**src/rtl/fan_pkg.sv**
```systemverilog
// +----------------------------------------------------------------------+
// | fan_pkg : shared FSM states, speed levels and duty table for the fan |
// | Rev 1.0 : initial release                                            |
// +----------------------------------------------------------------------+
`default_nettype none

package fan_pkg;

    localparam int PWM_STEPS = 100;
    localparam int DUTY_W    = 7;

    localparam logic [1:0] SPD_OFF = 2'd0;
    localparam logic [1:0] SPD_L1  = 2'd1;
    localparam logic [1:0] SPD_L2  = 2'd2;
    localparam logic [1:0] SPD_L3  = 2'd3;

    localparam logic [DUTY_W-1:0] DUTY_L1 = 7'd30;
    localparam logic [DUTY_W-1:0] DUTY_L2 = 7'd60;
    localparam logic [DUTY_W-1:0] DUTY_L3 = 7'd100;

    typedef enum logic [1:0] {
        ST_OFF       = 2'd0,
        ST_RAMP_UP   = 2'd1,
        ST_RUN       = 2'd2,
        ST_RAMP_DOWN = 2'd3
    } fan_state_t;

    function automatic logic [DUTY_W-1:0] duty_of(input logic [1:0] lvl);
        case (lvl)
            SPD_L1:  duty_of = DUTY_L1;
            SPD_L2:  duty_of = DUTY_L2;
            SPD_L3:  duty_of = DUTY_L3;
            default: duty_of = '0;
        endcase
    endfunction

    // Thermometer bar: one more lit segment per speed level.
    function automatic logic [3:0] led_of(input logic [1:0] lvl);
        case (lvl)
            SPD_L1:  led_of = 4'b0001;
            SPD_L2:  led_of = 4'b0011;
            SPD_L3:  led_of = 4'b0111;
            default: led_of = 4'b0000;
        endcase
    endfunction

endpackage

`default_nettype wire

```
**src/rtl/pwm_gen_100.sv**
```systemverilog
// +----------------------------------------------------------------------+
// | pwm_gen_100 : 100-step PWM with duty latched at the period boundary  |
// | Rev 1.0 : initial release                                            |
// +----------------------------------------------------------------------+
`default_nettype none

module pwm_gen_100
    import fan_pkg::*;
#(
    parameter int PWM_DIV = 10
) (
    input  logic              clk,
    input  logic              reset_p,
    input  logic [DUTY_W-1:0] duty_cur_i,
    output logic              fan_pwm_o
);

    localparam int PRE_W = (PWM_DIV > 1) ? $clog2(PWM_DIV) : 1;

    logic [PRE_W-1:0]  pre_q, pre_d;
    logic [DUTY_W-1:0] cnt_q, cnt_d;
    logic [DUTY_W-1:0] lat_q, lat_d;
    logic              pwm_q, pwm_d;
    logic              w_step;
    logic              w_wrap;

    always_comb begin
        w_step = (pre_q == PRE_W'(PWM_DIV - 1));
        pre_d  = w_step ? '0 : pre_q + PRE_W'(1);
        w_wrap = w_step && (cnt_q == DUTY_W'(PWM_STEPS - 1));
        cnt_d  = cnt_q;
        if (w_step) begin
            cnt_d = w_wrap ? '0 : cnt_q + DUTY_W'(1);
        end
        // Duty only changes at the 99->0 wrap so a period is never split.
        lat_d  = w_wrap ? duty_cur_i : lat_q;
        pwm_d  = (cnt_q < lat_q);
    end

    always_ff @(posedge clk or posedge reset_p) begin
        if (reset_p) begin
            pre_q <= '0;
            cnt_q <= '0;
            lat_q <= '0;
            pwm_q <= 1'b0;
        end else begin
            pre_q <= pre_d;
            cnt_q <= cnt_d;
            lat_q <= lat_d;
            pwm_q <= pwm_d;
        end
    end

    assign fan_pwm_o = pwm_q;

endmodule

`default_nettype wire

```
**src/rtl/fan_power_ctrl.sv**
```systemverilog
// +----------------------------------------------------------------------+
// | fan_power_ctrl : speed register, soft-start ramp and FSM for the fan |
// | Option macro FAN_SOFT_START_EN enables the duty ramp prescaler.      |
// | Rev 1.0 : initial release                                            |
// +----------------------------------------------------------------------+
`default_nettype none

module fan_power_ctrl
    import fan_pkg::*;
#(
    parameter int PWM_DIV  = 10,
    parameter int RAMP_DIV = 100_000
) (
    input  logic       clk,
    input  logic       reset_p,
    input  logic       btn_speed_ne,
    input  logic       timeout,
    output logic       fan_pwm,
    output logic [1:0] speed,
    output logic [3:0] led_speed,
    output logic       running
);

    logic [1:0]        speed_q, speed_d;
    logic [DUTY_W-1:0] duty_cur_q, duty_cur_d;
    logic [DUTY_W-1:0] w_duty_tgt;
    logic [DUTY_W-1:0] w_duty_tgt_nx;
    fan_state_t        state_q, state_d;
    logic              running_q;

    // Timeout has priority over a coincident button press.
    always_comb begin
        speed_d = speed_q;
        if (timeout) begin
            speed_d = SPD_OFF;
        end else if (btn_speed_ne) begin
            speed_d = speed_q + 2'd1;
        end
    end

    assign w_duty_tgt    = duty_of(speed_q);
    assign w_duty_tgt_nx = duty_of(speed_d);

`ifdef FAN_SOFT_START_EN
    localparam int RAMP_W = (RAMP_DIV > 1) ? $clog2(RAMP_DIV) : 1;

    logic [RAMP_W-1:0] ramp_cnt_q, ramp_cnt_d;
    logic              w_ramp_tick;

    always_comb begin
        w_ramp_tick = (ramp_cnt_q == RAMP_W'(RAMP_DIV - 1));
        ramp_cnt_d  = w_ramp_tick ? '0 : ramp_cnt_q + RAMP_W'(1);
        duty_cur_d  = duty_cur_q;
        if (w_ramp_tick) begin
            if (duty_cur_q < w_duty_tgt) begin
                duty_cur_d = duty_cur_q + DUTY_W'(1);
            end else if (duty_cur_q > w_duty_tgt) begin
                duty_cur_d = duty_cur_q - DUTY_W'(1);
            end
        end
        // State follows the post-update duty so it lines up with duty_cur_q.
        if ((duty_cur_d == '0) && (w_duty_tgt_nx == '0)) begin
            state_d = ST_OFF;
        end else if (duty_cur_d < w_duty_tgt_nx) begin
            state_d = ST_RAMP_UP;
        end else if (duty_cur_d > w_duty_tgt_nx) begin
            state_d = ST_RAMP_DOWN;
        end else begin
            state_d = ST_RUN;
        end
    end

    // Free-running: button and timeout never resynchronise the ramp.
    always_ff @(posedge clk or posedge reset_p) begin
        if (reset_p) begin
            ramp_cnt_q <= '0;
        end else begin
            ramp_cnt_q <= ramp_cnt_d;
        end
    end
`else
    always_comb begin
        duty_cur_d = w_duty_tgt;
        state_d    = (w_duty_tgt_nx != '0) ? ST_RUN : ST_OFF;
    end
`endif

    always_ff @(posedge clk or posedge reset_p) begin
        if (reset_p) begin
            speed_q    <= SPD_OFF;
            duty_cur_q <= '0;
            state_q    <= ST_OFF;
            running_q  <= 1'b0;
        end else begin
            speed_q    <= speed_d;
            duty_cur_q <= duty_cur_d;
            state_q    <= state_d;
            running_q  <= (state_d != ST_OFF);
        end
    end

    assign speed     = speed_q;
    assign led_speed = led_of(speed_q);
    assign running   = running_q;

    pwm_gen_100 #(
        .PWM_DIV    (PWM_DIV)
    ) u_pwm (
        .clk        (clk),
        .reset_p    (reset_p),
        .duty_cur_i (duty_cur_q),
        .fan_pwm_o  (fan_pwm)
    );

endmodule

`default_nettype wire
```
**config.mk**
```make
export PLATFORM = sky130hd
export DESIGN_NAME = fan_power_ctrl
export DESIGN_NICKNAME = d
export VERILOG_FILES = /design/src/rtl/fan_pkg.sv /design/src/rtl/pwm_gen_100.sv /design/src/rtl/fan_power_ctrl.sv
export SDC_FILE = /design/constraint.sdc
export NUM_CORES = 1
export LEC_CHECK = 0
export ABC_CLOCK_PERIOD_IN_PS = 1700
export CAP_MARGIN = 10
export CELL_PAD_IN_SITES_DETAIL_PLACEMENT = 1
export CELL_PAD_IN_SITES_GLOBAL_PLACEMENT = 1
export CORE_ASPECT_RATIO = 0.6
export CORE_UTILIZATION = 35
export CTS_CLUSTER_DIAMETER = 40
export DETAILED_ROUTE_END_ITERATION = 16
export GPL_ROUTABILITY_DRIVEN = 0
export GPL_TIMING_DRIVEN = 0
export PLACE_DENSITY = 0.6
export SLEW_MARGIN = 25
export SYNTH_ARGS = -nofsm -noshare
export SYNTH_HDL_FRONTEND = slang
export SYNTH_SLANG_ARGS = --single-unit
```
**constraint.sdc**
```tcl
create_clock -name clk -period 1.7 [get_ports clk]
set_input_delay 0.17 -clock clk [delete_from_list [all_inputs] [get_ports clk]]
set_output_delay 0.17 -clock clk [all_outputs]
set_load 0.1 [all_outputs]
```
## Yosys cells after proc, flatten, opt, wreduce, memory -nomap -nowiden

Index checks and enable logic that the tools add are counted.
W data, S select, Z words.

| word-level totals | value |
|---|---|
| memory bits (read-only) | 0 |
| output and inout bits | 8 |
| bits in writable memories | 0 |
| memories | 0 |
| bits of input ports | 4 |
| word-level logic and storage cells | 30 |
| latch bits | 0 |
| bits in registers | 29 |

| cells by class | value |
|---|---|
| $lt $le $gt $ge | 1 |
| muxes and demuxes | 8 |
| $add $sub $neg | 3 |
| equality and inequality tests | 8 |
| bitwise operators | 0 |
| multiply operators | 0 |
| shifts and indexed selects | 0 |
| div/mod/pow operators | 0 |
| reductions and logical operators | 3 |

Operators by type and width:

| operator | number |
|---|---|
| $pmux W7 S3 | 2 |
| $pmux W3 S3 | 1 |
| $eq A2 B2 Y1 const B | 4 |
| $add A7 B1 Y7 const B | 1 |
| $eq A7 B7 Y1 const B | 1 |
| $lt A7 B7 Y1 | 1 |
| $mux W7 | 1 |
| $reduce_bool A7 Y1 | 1 |
| $mux W2 | 3 |
| $add A4 B1 Y4 const B | 1 |
| $eq A2 B1 Y1 const B | 2 |
| $eq A4 B4 Y1 const B | 1 |
| $mux W4 | 1 |
| $add A2 B1 Y2 const B | 1 |
| $reduce_bool A2 Y1 | 1 |
| $logic_and A1 B1 Y1 | 1 |

## Logic depth before layout (Yosys ltp)

Gate-level depths: netlist of run 1.

| logic depth | value |
|---|---|
| word-level depth | 8 |
| mapped depth | 5 |

## By module

From an unflattened synthesis of run 1, not the netlist that was laid out.

| second synthesis, totals | value |
|---|---|
| cells, all modules | 119 |
| area, all modules | 1363.8 µm² |

Modules (own cells, without submodules):

| module | times used | area an instance (µm²) | cells each | seq. area each (µm²) |
|---|---|---|---|---|
| pwm_gen_100 | 1 | 1013.5 | 89 | 475.5 |
| fan_power_ctrl | 1 | 350.3 | 30 | 200.2 |

## Worst setup path before layout of run 1

No wires, ideal clock.

| path | value |
|---|---|
| path type | register -> output |
| from | register speed_q[0], in the netlist speed[0] |
| to | output port led_speed[1] |
| arrival | 1.868 ns |
| stages on the path, launching flop included | 5 |
| path buffers | 1 |
| required time | 1.530 ns |
| path slack | -0.338 ns |
| cells stage by stage | dfrtp_1 > inv_1 > ha_1 > or2_2 > buf_4 |

| between the ends | value |
|---|---|
| word-level cells in the longest chain between the ends | 2 |
| elaborated cells between the ends (all ways) | 4 |
| classes of those cells | 3 x eq/ne; 1 x mux |

Ends and longest elaborated chain:

| element | RTL line | text |
|---|---|---|
| start: declaration | fan_power_ctrl.sv:24 | `logic [1:0] speed_q, speed_d;` |
| start signal: assignment | fan_power_ctrl.sv:95 | `speed_q <= speed_d;` |
| $eq A2 B2 Y1 / $eq A2 B1 Y1 (equally long branches) | fan_pkg.sv:39 | `case (lvl)` |
| $pmux W3 S3 (*) | fan_pkg.sv:39 |  |
| end: declaration | fan_power_ctrl.sv:20 | `output logic [3:0] led_speed,` |

Mark *: on every way between the ends. The rest lies on a longest branch, timed or not.

## Final worst setup path of run 1

| path | value |
|---|---|
| from | register u_pwm.cnt_q[3] |
| to | register u_pwm.lat_q[6] |

| between the ends | value |
|---|---|
| word-level cells in the longest chain between the ends | 2 |

Ends and longest elaborated chain:

| element | RTL line | text |
|---|---|---|
| start: declaration | pwm_gen_100.sv:21 | `logic [DUTY_W-1:0] cnt_q, cnt_d;` |
| start signal: assignment | pwm_gen_100.sv:48 | `cnt_q <= cnt_d;` |
| $eq A7 B7 Y1 | pwm_gen_100.sv:30 | `w_wrap = w_step && (cnt_q == DUTY_W'(PWM_STEPS - 1));` |
| $logic_and A1 B1 Y1 | pwm_gen_100.sv:30 |  |
| end signal: assignment | pwm_gen_100.sv:49 | `lat_q <= lat_d;` |
| end: declaration | pwm_gen_100.sv:22 | `logic [DUTY_W-1:0] lat_q, lat_d;` |

Every way passes these cells.
A chain may end at the register's enable or synchronous reset.

==> results of run 1 <==
-- registers in the layout (all words and copies together), names as in the netlist --
name             flops
u_pwm.cnt_q          7
u_pwm.fan_pwm_o      1
speed                2
u_pwm.pre_q          4
u_pwm.lat_q          5
duty_cur_q           5
running              1
-- metrics by stage --
| stage | TNS [ns] | area [sq um] |
|---|---|---|
| global placement | -2.03 | 1410 |
| CTS | -0.126 | 1490 |
| global route | -0.234 | 1570 |
| detailed placement | -2.24 | 1410 |
| floorplan | 0 | 1250 |
| finish | 0 | 1570 |
-- kinds of logic after synthesis --
group / count (synthesis)
and+or+nand+nor: 25
other: 1
buffers and inverters: 16
xor gates and xnor gates: 4
adders and majority gates: 10
muxes: 7
DFF: 25
AOI/OAI and AO/OA: 19
-- worst max-delay path: stages, from the launching register on --
cell     delay, ns
dfrtp_2       0.46
nor4b_4       0.36
nor3b_4       0.29
buf_12        0.15
mux2_2        0.32
-- synthesized netlist by cell type, drive strengths merged (2+ instances only) --
cell,number,area share [%]
dfrtp,25,50
nand2b,3,1.5
nor2,3,0.90
nand3,2,0.80
a21oi,2,0.80
mux2,5,4.5
ha,10,10
mux2i,2,1.6
nand2,8,2.4
o21ai,6,2.4
buf,5,2.8
inv,11,3.3
xnor2,4,2.8
nand4,3,1.5
-- cells in the final DEF (no fill, tap or decap), types with 2 or more instances in the layout --
master	Yosys	final
a21oi_1	2	2
buf_12	0	2
buf_4	4	12
clkbuf_8	0	3
clkdlybuf4s50_1	0	3
dfrtp_1	25	17
dfrtp_2	0	7
dlygate4sd2_1	0	2
ha_1	10	7
ha_2	0	2
inv_1	11	9
mux2_2	5	3
mux2_4	0	2
mux2i_1	2	2
nand2_1	8	8
nand2b_1	3	3
nand3_1	2	2
nand4_1	3	3
nor2_1	3	3
o21ai_0	6	6
xnor2_1	4	4
-- layer usage --
layer	track usage, %	vias up	routed length [um]
li1	-	416	-
met1	20.6	419	1320
met2	21.6	12	1030
met3	5.61	2	87
met4	2.18	0	14
met5	0	-	0
-- power groups by stage --
stage               Clock, W  Combinational (W)  Sequential [W]
global route        0.000399           0.000230        0.000637
detailed placement         0           0.000210        0.000641
finish              0.000355           0.000218        0.000632
global placement           0           0.000209        0.000640
CTS                 0.000369           0.000212        0.000630
floorplan                  0           0.000106        0.000693
-- path summary, 6_finish.rpt --
kind | slack, ns | end
worst min-delay path | 0.30 | duty_cur_q[6]$_DFF_PP0_
worst max register to register | 0.02 | u_pwm.lat_q[6]$_DFFE_PP0N_
worst min register to register | 0.46 | u_pwm.lat_q[4]$_DFFE_PP0N_
max in group asynchronous | 0.91 | speed[0]$_DFF_PP0_
worst max-delay path | 0.02 | u_pwm.lat_q[6]$_DFFE_PP0N_
min in group clk | 0.46 | u_pwm.lat_q[4]$_DFFE_PP0N_
-- repair_timing --
| action | in CTS | in global routing |
|---|---|---|
| pin swaps | 1 | 2 |
| endpoints found under the setup margin | 12 | 7 |
| gates resized for setup | 29 | 16 |
| setup buffers | 2 | 7 |
-- layout make-up --
cell class / count / area share (%)
plain buffers: 5 / 2.63
clock buffers: 4 / 2.86
inverters: 11 / 2.78
multi-input cells: 66 / 36.4
flip-flops and latches: 25 / 40.6
well taps: 45 / 3.58
repair buffers: 19 / 11.2
==> results.py, run 1 <==
metrics = {
    "yosys": {
        "yosysUniqueCellTypes": 33,
        "netlist_instances": 107,
        "synth-main-ff-cell": "dfrtp_1",
        "synth_top_family_by_area": "simple AND/OR/NAND/NOR gates",
        "synth_nets": 121,
        "synthAdderAreaFrac_pct": 10.0,
        "syn_area_sq_um": 1250,
        "yosys.area_share.simple_pct": 13.5,
        "yosysWarningCount": 0,
        "postSynthAreaPerCell_sq_um": 11.6,
        "ys_ff_latch": 25,
        "synth_xor_area_share_pct": 2.81,
        "synth_compound_area_share_pct": 10.9,
        "synth_edf_count": 0,
        "synth_mux_area_share_pct": 6.12,
        "async_flop_share_pct": 100,
        "ys_seq_area_share_pct": 50.2,
    },
    "sta": {
        "hold_ws_ns": 0.300,
        "maxSlewViolCount": 0,
        "finalCritPeriodShare_pct": 99.0,
        "clock.fmax_ghz": 0.594,
        "slew_headroom_pct": 36.3,
        "hold_viol": 0,
        "finalCriticalPeriod_ns": 1.68,
        "setup_slack_ns": 0.0178,
        "worstMarginPinSlew_ns": 0.960,
        "skew_ns": 0.0132,
        "setup_viol": 0,
    },
    "setup_path": {
        "worstSetupPathType": "flip-flop to flip-flop",
        "worstReg2RegStart": "u_pwm.cnt_q[3]$_DFFE_PP0N_",
        "crit_required_ns": 1.87,
        "path_max_fanout": 6,
        "reg2reg_depth": 4,
        "end_kind": "flip-flop",
        "critPathLaunchType": "flip-flop",
        "critPathArrivalTime_ns": 1.85,
        "crit_path_start": "u_pwm.cnt_q[3]$_DFFE_PP0N_",
    },
    "power": {
        "power_frac_comb_pct": 18.1,
        "swShare_pct": 30.0,
        "p_int_w": 0.000843,
        "p_sw_w": 0.000362,
        "cellPowerDensity_nw_per_um2": 766,
        "power_w": 0.00121,
        "pwr-share-seq_pct": 52.5,
        "p_clk_share_pct": 29.5,
        "leakagePower_nw": 0.705,
        "ir_drop_v": 0.000549,
    },
    "drt": {
        "drt_first_pass_iters": 3,
        "routed-via-count": 849,
        "ant_nets": 0,
        "wl_per_cell_um": 14.0,
        "drc_errors": 0,
        "routed_via_density": 4.85,
        "drt_iter0_drc": 22,
        "wl_um": 2450,
    },
    "run": {
        "cap_violations": 0,
    },
    "floorplanning": {
        "fp.coreArea_sq_um": 3320,
        "die_area_sq_um": 3810,
        "io_pins": 12,
        "initial_utilization_pct": 37.5,
        "fp.dieW_um": 79.0,
        "dieHeight_um": 48.2,
        "placementRows": 16,
    },
    "layout": {
        "areaGrowthSynthToFinish_pct": 26.2,
        "multi_input_area_sq_um": 572,
        "final_util_pct": 47.3,
        "layout-drive-gt1-share_pct": 33.8,
        "seqCellArea_sq_um": 638,
        "stdcell_count": 175,
        "fillers": 366,
        "insertedDiodeCount": 0,
        "fin_nets": 145,
    },
    "global_routing": {
        "grt_pass1_wl_um": 3950,
        "grt_overflow": 0,
        "grt_use_total_pct": 14.5,
        "grt_pass1_vias": 773,
        "antenna_found_initial": 0,
        "grt_start_max_net_pins": 26,
    },
    "clock_tree": {
        "clockRootBuffer": "clkbuf_8",
        "clock_latency_ns": 0.27,
        "cts_buffers": 3,
        "clk_pin_slew_ns": 0.09,
        "h-tree-depth": 1,
        "hold_buffers": 0,
        "cts_max_path_buffers": 2,
        "clock-sinks": 25,
        "cts_tree": "built",
    },
    "status": {
        "run_status": "complete, no violations",
    },
    "placed_design": {
        "dp_cells": 162,
        "dpl.hpwl_um": 1710,
        "dp_slack_ns": -0.582,
        "port_buffers": 10,
    },
    "min_path": {
        "hold_path.class": "input port to async pin",
    },
}
(Power assumes the default switching activity.)
==> inputs of run 2 (changes only) <==
--- a/config.mk
+++ b/config.mk
@@ -15,7 +15,7 @@
 export DETAILED_ROUTE_END_ITERATION = 16
 export GPL_ROUTABILITY_DRIVEN = 0
 export GPL_TIMING_DRIVEN = 0
-export PLACE_DENSITY = 0.6
+export PLACE_DENSITY = 0.62
 export SLEW_MARGIN = 25
 export SYNTH_ARGS = -nofsm -noshare
 export SYNTH_HDL_FRONTEND = slang
==> run 2 against run 1 <==
Compared with the run above: total power fell by 0.53%; die area did not move; non-clock buffer count rose by 1; maximum frequency rose by 2.1%; largest cell class unchanged; cell area fell by 0.48%; highest routed layer unchanged; register-to-register slack improved by 0.06 ns; worst hold slack got worse by 0.016 ns; utilization fell by 0.23 points; clock skew fell by 0.0079 ns; via count rose by 3.5%; first-iteration DRC count rose by 95%.
==> results.py, run 2 (synthesis results as in run 1) <==
metrics = {
    "status": {
        "run_status": "complete, no violations",
    },
    "clock_tree": {
        "clock_latency_ns": 0.27,
        "clockRootBuffer": "clkbuf_8",
        "cts_max_path_buffers": 2,
        "clock-sinks": 25,
        "cts_tree": "built",
        "cts_buffers": 3,
        "h-tree-depth": 1,
        "clk_pin_slew_ns": 0.09,
    },
    "sta": {
        "rsz0062_at_grt": "no",
        "maxSlewViolCount": 0,
        "finalCriticalPeriod_ns": 1.65,
        "worstMarginPinSlew_ns": 0.961,
        "finalCritPeriodShare_pct": 96.9,
        "skew_ns": 0.00529,
        "hold_viol": 0,
        "hold_ws_ns": 0.284,
        "setup_viol": 0,
        "slew_headroom_pct": 36.2,
        "clock.fmax_ghz": 0.607,
    },
    "min_path": {
        "hold_path.class": "input port to async pin",
    },
    "global_routing": {
        "grt_use_met3_pct": 4.67,
        "grt_use_met2_pct": 24.0,
        "grt_overflow": 0,
        "grt_start_max_net_pins": 26,
        "grt_pass1_wl_um": 4060,
        "grt_pass1_vias": 838,
        "antenna_found_initial": 0,
        "grt_most_used_layer": "met2",
        "use_met1_pct": 19.8,
        "grt_use_total_pct": 14.9,
    },
    "layout": {
        "fin_nets": 146,
        "multi_input_area_sq_um": 564,
        "final_cell_mix": "dfrtp_1, buf_4, inv_1",
        "seqCellArea_sq_um": 639,
        "largest_register": "u_pwm.cnt_q",
        "areaGrowthSynthToFinish_pct": 25.6,
        "layout-drive-gt1-share_pct": 35.1,
        "reg_top3": "u_pwm.cnt_q x7, duty_cur_q x5, u_pwm.lat_q x5",
        "fillers": 384,
        "design_area_sq_um": 1570,
        "final_common_cell": "dfrtp_1",
        "insertedDiodeCount": 0,
        "largest_reg_flops": 7,
    },
    "floorplanning": {
        "die_area_sq_um": 3810,
        "io_pins": 12,
        "fp.coreArea_sq_um": 3320,
        "initial_utilization_pct": 37.5,
        "fp.dieW_um": 79.0,
        "dieHeight_um": 48.2,
        "placementRows": 16,
    },
    "run": {
        "cap_violations": 0,
    },
    "power": {
        "p_clk_share_pct": 29.4,
        "leakagePower_nw": 0.707,
        "swShare_pct": 29.9,
        "ir_drop_v": 0.000378,
        "power_w": 0.00120,
        "pwr-share-seq_pct": 52.6,
        "p_int_w": 0.000841,
        "power_frac_comb_pct": 18.0,
        "cellPowerDensity_nw_per_um2": 766,
        "p_sw_w": 0.000358,
    },
    "placed_design": {
        "port_buffers": 10,
        "dpl.hpwl_um": 1820,
        "placed_area_sq_um": 1410,
    },
    "drt": {
        "wl_per_cell_um": 14.2,
        "drt_first_pass_iters": 4,
        "routed_via_density": 4.99,
        "routed-via-count": 879,
        "drc_errors": 0,
        "ant_nets": 0,
        "wl_um": 2510,
        "drt_iter0_drc": 43,
    },
    "setup_path": {
        "reg2reg_to": "u_pwm.lat_q[1]$_DFFE_PP0N_",
        "worstSetupPathType": "flip-flop to output port",
        "end_kind": "output port",
        "path_max_fanout": 5,
        "critPathArrivalTime_ns": 1.48,
        "reg2reg_depth": 5,
        "crit_required_ns": 1.53,
        "cpPeakStageDelay_ns": 0.47,
        "worstReg2RegStart": "u_pwm.pre_q[1]$_DFF_PP0_",
        "cp_cell_sequence": "inv_2, ha_2, or2_4, buf_6, buf_12",
        "ff2ff_setup_slack_ns": 0.08,
        "cp_slowest_cell": "dfrtp_4",
        "critPathLaunchType": "flip-flop",
    },
}
==> run 2: cell count changes in the layout (fill, tap and decap cells not counted) <==
cell,delta
mux2_4,-2
mux2_2,+2
clkbuf_2,+1
dfrtp_1,-1
inv_2,+1
dfrtp_2,+1
inv_4,-1
buf_4,+1
clkdlybuf4s15_2,-1
==> run 2: cell type report <==
cell class,instances,share of cell area [%]
Sequential cell,25,40.8
Multi-Input combinational cell,66,36.1
Timing Repair Buffer,20,11.4
Tap cell,45,3.60
Clock buffer,4,2.88
Buffer,5,2.64
Inverter,11,2.64
==> run 2: critical path: cells and delay by family, from the launching register on <==
kind                     cells  cell delay (ns)
flip-flops                   1             0.47
adder cells (fa/ha/maj)      1             0.17
buffers and inverters        3             0.32
AND/OR/NAND/NOR              1             0.25
==> run 2: metal layers <==
| layer | wire length, um | part of all wire (%) |
|---|---|---|
| met3 | 103 | 4.1 |
| met5 | 0 | 0 |
| met2 | 1090 | 43 |
| met1 | 1270 | 51 |
| met4 | 48 | 1.9 |
==> run 2: stage by stage <==
step	setup slack, ns	std cells	TNS (ns)	util [%]
after CTS	-0.0691	168	-0.137	44.7
final	0.0530	176	0	47.1
after global routing	0.000745	176	0	47.1
after global placement	-0.572	162	-1.86	42.4
after floorplan	0.0945	107	0	-
after detailed placement	-0.594	162	-2.10	42.4
==> run 2: how the worst max path moves through the flow <==
stage,from,end,slack (ns),cells past startpoint
after floorplan,speed[0]$_DFF_PP0_,led_speed[1],0.09,4
after global placement,speed[0]$_DFF_PP0_,led_speed[1],-0.57,4
after detailed placement,speed[0]$_DFF_PP0_,led_speed[1],-0.59,4
after CTS,speed[0]$_DFF_PP0_,led_speed[1],-0.07,5
after global routing,u_pwm.cnt_q[3]$_DFFE_PP0N_,u_pwm.lat_q[2]$_DFFE_PP0N_,0.0007,4
final,speed[0]$_DFF_PP0_,led_speed[1],0.05,5
==> run 2: timing repair <==
| item | 4_1_cts | 5_1_grt |
|---|---|---|
| cloned | 0 | 0 |
| pin swaps | 1 | 1 |
| buffers inserted | 2 | 8 |
| hold buffers | 0 | 0 |
| resized for setup | 28 | 15 |
| endpoints found under the setup margin | 12 | 8 |
==> run 2: power by group through the flow <==
stage / Combinational [W] / Clock [W] / Sequential (W)
after floorplan: 0.000106 / 0 / 0.000693
after global placement: 0.000210 / 0 / 0.000639
after detailed placement: 0.000211 / 0 / 0.000642
after CTS: 0.000212 / 0.000368 / 0.000630
after global routing: 0.000228 / 0.000389 / 0.000635
final: 0.000216 / 0.000352 / 0.000631
==> inputs of run 3 (changes only) <==
--- a/config.mk
+++ b/config.mk
@@ -7,13 +7,12 @@
 export LEC_CHECK = 0
 export ABC_CLOCK_PERIOD_IN_PS = 1700
 export CAP_MARGIN = 10
-export CELL_PAD_IN_SITES_DETAIL_PLACEMENT = 1
+export CELL_PAD_IN_SITES_DETAIL_PLACEMENT = 0
 export CELL_PAD_IN_SITES_GLOBAL_PLACEMENT = 1
 export CORE_ASPECT_RATIO = 0.6
 export CORE_UTILIZATION = 35
 export CTS_CLUSTER_DIAMETER = 40
 export DETAILED_ROUTE_END_ITERATION = 16
-export GPL_ROUTABILITY_DRIVEN = 0
 export GPL_TIMING_DRIVEN = 0
 export PLACE_DENSITY = 0.62
 export SLEW_MARGIN = 25
==> run 3 against run 2 <==
Compared with the run above: sequential share of layout area up 0.60 points; utilization down 0.68 points; total power down 1.7%; cell count down 1.7%; critical path type is now flip-flop to flip-flop; worst hold slack worse by 0.018 ns; global-route usage down 1.8 points; critical path depth down 1; largest cell class unchanged; critical endpoint is now u_pwm.lat_q[2]$_DFFE_PP0N_; first-iteration DRC count down 53%; clock-buffer cell count unchanged; non-clock buffer count down 3; register-to-register slack worse by 0.02 ns; clock power down 5%.
==> results.py, run 3 (synthesis results as in run 1) <==
metrics = {
    "floorplanning": {
        "fp.dieW_um": 79.0,
        "io_pins": 12,
        "fp.coreArea_sq_um": 3320,
        "placementRows": 16,
        "dieHeight_um": 48.2,
        "die_area_sq_um": 3810,
        "initial_utilization_pct": 37.5,
    },
    "layout": {
        "fillers": 326,
        "final_util_pct": 46.4,
        "final_common_cell": "dfrtp_1",
        "insertedDiodeCount": 0,
        "areaGrowthSynthToFinish_pct": 23.8,
        "fin_nets": 143,
        "stdcell_count": 173,
        "final_cell_mix": "dfrtp_1, buf_4, inv_1",
        "largest_reg_flops": 7,
        "largest_register": "u_pwm.cnt_q",
        "layout-drive-gt1-share_pct": 34.4,
        "reg_top3": "u_pwm.cnt_q x7, duty_cur_q x5, u_pwm.lat_q x5",
    },
    "sta": {
        "worstMarginPinSlew_ns": 0.952,
        "clock.fmax_ghz": 0.610,
        "setup_viol": 0,
        "maxSlewViolCount": 0,
        "hold_viol": 0,
        "skew_ns": 0.00560,
        "finalCritPeriodShare_pct": 96.5,
        "hold_ws_ns": 0.265,
        "finalCriticalPeriod_ns": 1.64,
        "slew_headroom_pct": 36.8,
        "setup_slack_ns": 0.0602,
    },
    "drt": {
        "wl_um": 2240,
        "drt_iter0_drc": 20,
        "wl_per_cell_um": 13.0,
        "routed_via_density": 4.71,
        "drt_first_pass_iters": 4,
        "routed-via-count": 815,
        "drc_errors": 0,
        "ant_nets": 0,
    },
    "power": {
        "p_clk_share_pct": 28.5,
        "p_int_w": 0.000837,
        "ir_drop_v": 0.000766,
        "swShare_pct": 28.9,
        "p_sw_w": 0.000341,
        "leakagePower_nw": 0.695,
        "power_w": 0.00118,
        "power_frac_comb_pct": 18.0,
        "cellPowerDensity_nw_per_um2": 764,
        "pwr-share-seq_pct": 53.5,
    },
    "placed_design": {
        "gp_congestion": 0.728,
        "dp_cells": 162,
        "dpl.hpwl_um": 1590,
        "port_buffers": 10,
        "dp_slack_ns": -0.581,
    },
    "global_routing": {
        "grt_overflow": 0,
        "grt_pass1_vias": 733,
        "grt_use_total_pct": 13.1,
        "grt_start_max_net_pins": 26,
        "antenna_found_initial": 0,
        "grt_pass1_wl_um": 3570,
    },
    "status": {
        "run_status": "complete, no violations",
    },
    "setup_path": {
        "worstSetupPathType": "flip-flop to flip-flop",
        "path_max_fanout": 7,
        "critPathLaunchType": "flip-flop",
        "end_kind": "flip-flop",
        "crit_required_ns": 1.85,
        "crit_path_start": "u_pwm.cnt_q[2]$_DFFE_PP0N_",
        "critPathArrivalTime_ns": 1.79,
        "worstReg2RegStart": "u_pwm.cnt_q[2]$_DFFE_PP0N_",
    },
    "min_path": {
        "hold_path.class": "input port to async pin",
    },
    "clock_tree": {
        "h-tree-depth": 1,
        "clk_pin_slew_ns": 0.08,
        "cts_buffers": 3,
        "hold_buffers": 0,
        "clock_latency_ns": 0.26,
        "clockRootBuffer": "clkbuf_8",
        "cts_tree": "built",
        "cts_max_path_buffers": 2,
        "clock-sinks": 25,
    },
    "run": {
        "cap_violations": 0,
    },
}
==> run 3: critical path: stages, from the launching register on <==
cell,delay [ns]
dfrtp_2,0.46
nor4b_4,0.32
nor3b_4,0.27
buf_12,0.15
mux2_2,0.32
==> run 3: metrics by stage <==
stage               instance area, sq um   TNS, ns
floorplan                           1250         0
global placement                    1410     -1.86
detailed placement                  1410     -2.10
CTS                                 1490   -0.0726
global route                        1540  -0.00344
finish                              1540         0
==> run 3: final timing paths <==
path | cells after the start | to | slack [ns]
min in group clk | 1 | u_pwm.lat_q[1]$_DFFE_PP0N_ | 0.48
max in group asynchronous | 2 | speed[0]$_DFF_PP0_ | 1.04
min reg2reg | 1 | u_pwm.lat_q[1]$_DFFE_PP0N_ | 0.48
max reg2reg | 4 | u_pwm.lat_q[2]$_DFFE_PP0N_ | 0.06
min | 2 | u_pwm.cnt_q[5]$_DFFE_PP0N_ | 0.27
max | 4 | u_pwm.lat_q[2]$_DFFE_PP0N_ | 0.06
==> run 3: cell type report <==
class,count,area [sq um],share of cell area [%]
clock buffer,4,45.0,2.92
timing repair buffer,17,155,10.1
sequential,25,639,41.4
inverter,11,41.3,2.68
buffer,5,41.3,2.68
tap,45,56.3,3.65
multi-input combinational,66,564,36.6
==> run 3: routing by layer <==
| layer | track usage [%] | vias up | share of wire (%) |
|---|---|---|---|
| met5 | 0 | - | 0 |
| met4 | 2.18 | 0 | 0.94 |
| met3 | 4.49 | 2 | 2.8 |
| met2 | 19.7 | 13 | 41 |
| met1 | 18.7 | 389 | 56 |
| li1 | - | 411 | - |
==> run 3: power by group through the flow <==
stage	sequential, W	combinational, W	clock, W
2_1_floorplan	0.000693	0.000106	0
3_3_place_gp	0.000639	0.000210	0
3_5_place_dp	0.000640	0.000210	0
4_1_cts	0.000629	0.000212	0.000355
5_1_grt	0.000634	0.000225	0.000389
6_report	0.000630	0.000212	0.000335
==> run 3: timing repair <==
item,CTS,global route
pin swaps,1,1
hold endpoints to repair,0,0
buffers inserted,2,5
setup endpoints to repair,12,8
resized for setup,29,14
==> variant, RTL diff (flow settings as in run 1) <==
The package constant `DUTY_W` goes from 7 to 9.
--- a/src/rtl/fan_pkg.sv
+++ b/src/rtl/fan_pkg.sv
@@ -7,7 +7,7 @@
 package fan_pkg;
 
     localparam int PWM_STEPS = 100;
-    localparam int DUTY_W    = 7;
+    localparam int DUTY_W    = 9;
 
     localparam logic [1:0] SPD_OFF = 2'd0;
     localparam logic [1:0] SPD_L1  = 2'd1;
Behaviour: same outputs for any inputs over 10 cycles, from zero or initial values and one cycle with reset_p high; that may be too few to reach the edited logic, so the function may still have changed.
==> variant against run 1 <==
  * Cell area rose by 4.5%
  * Sequential cell count rose by 2
  * Routed wire length is 10% higher
  * Cell count is 6.3% higher
  * Global-route usage is 0.83 points higher
  * Area after synthesis increased by 8.4%
  * Highest routed layer unchanged
  * Die area up 8.1%
  * Worst setup slack better by 0.038 ns
  * Total power up 3.0%
==> variant: results <==
synth:
  synth_compound_area_share_pct: 8.24
  yosysUniqueCellTypes: 34
  synth-seq-area-share_pct: 50.0
  ys_async_sr_fraction_pct: 100
  syn_avg_cell_area_um2: 11.4
  synthMuxAreaShare_pct: 5.65
  syn-num-nets: 133
  yosysWarnings: 0
  synthTopCellsByCount: "dfrtp_1 (27), inv_1 (13), ha_1 (10), nand2_1 (8), o21ai_0 (6)"
  synth-xor-area-share_pct: 3.89
  yosys-top-cells-area: "dfrtp_1 (50%), ha_1 (9.3%), mux2_2 (4.2%), inv_1 (3.6%), xnor2_1 (3.2%)"
  synth-adder-area-share_pct: 9.26
grt:
  grt_pass1_vias: 957
  grt_start_max_net_pins: 28
  grt_pass1_wl_um: 4610
  grt.total_usage_pct: 15.4
  use_met3_pct: 5.09
  grt_use_met1_pct: 21.0
  antenna_found_initial: 0
  use_met2_pct: 23.0
final_layout:
  stdcell_count: 186
  num-nets-final: 154
  drive_gt1_share_pct: 29.5
  top_regs: "u_pwm.cnt_q x9, duty_cur_q x5, u_pwm.lat_q x5"
timing:
  fmaxAchievable_mhz: 608
  worst_pin_slew_ns: 0.952
  whs_ns: 0.262
  finalClockSkew_ns: 0.00254
worst_setup_path:
  r2r_start: "u_pwm.cnt_q[8]"
  r2r_slack_ns: 0.06
  crit_path_max_fanout: 7
  rr_worst_depth: 4
  crit_end: "u_pwm.lat_q[6]"
  crit_path_max_incr_delay_ns: 0.40
  arrival_ns: 1.81
  critPathSlowestCell: "dfrtp_1"
route:
  finalWirelength_um: 2700
  highest_layer: "met4"
  vias_per_cell: 4.79
  wl_met1_um: 1390
  first_pass_iters: 2
  route.met2.wl_um: 1180
  wl_met3_um: 97
  drtIter0Drc: 29
placed_design:
  place_ws_ns: -0.573
  placedInstanceArea_um2: 1510
  dp.cells: 176
  port_buffers: 10
  hpwl_um: 1920
status:
  outcome: "complete, no violations"
clock_tree:
  cts_buffers: 3
  clkTransAtPathRegs_ns: 0.09
  cts_root_buf: "clkbuf_8"
  insertion_delay_ns: 0.27
power:
  p_leak_uw: 0.000744
  peakVddDrop_uv: 350
[variant: worst register-to-register path: cells and delay by family (launching register included)]
| kind | cells | cell delay, ns |
|---|---|---|
| buf+inv | 1 | 0.17 |
| simple gates | 2 | 0.64 |
| flops | 1 | 0.40 |
| mux | 1 | 0.34 |
[variant: cell type report]
class                      count  area, um2
fill                         415       2040
sequential                    27        681
multi-input combinational     74        616
timing repair buffer          16        153
tap                           47       58.8
inverter                      13       48.8
clock buffer                   3       41.3
buffer                         5       41.3
clock inverter                 1       5.00
[variant: timing repair]
| action | 4_1_cts | 5_1_grt |
|---|---|---|
| pin swaps | 1 | 0 |
| gates resized for setup | 27 | 13 |
| setup buffers | 3 | 3 |
| hold buffers | 0 | 0 |
| setup endpoints to repair | 13 | 9 |
[variant: power breakdown]
group | internal [uW] | switching (uW) | leakage [uW]
clock | 164 | 204 | 0.0000255
sequential | 662 | 12.2 | 0.000352
combinational | 47.6 | 150 | 0.000367
total | 874 | 367 | 0.000744
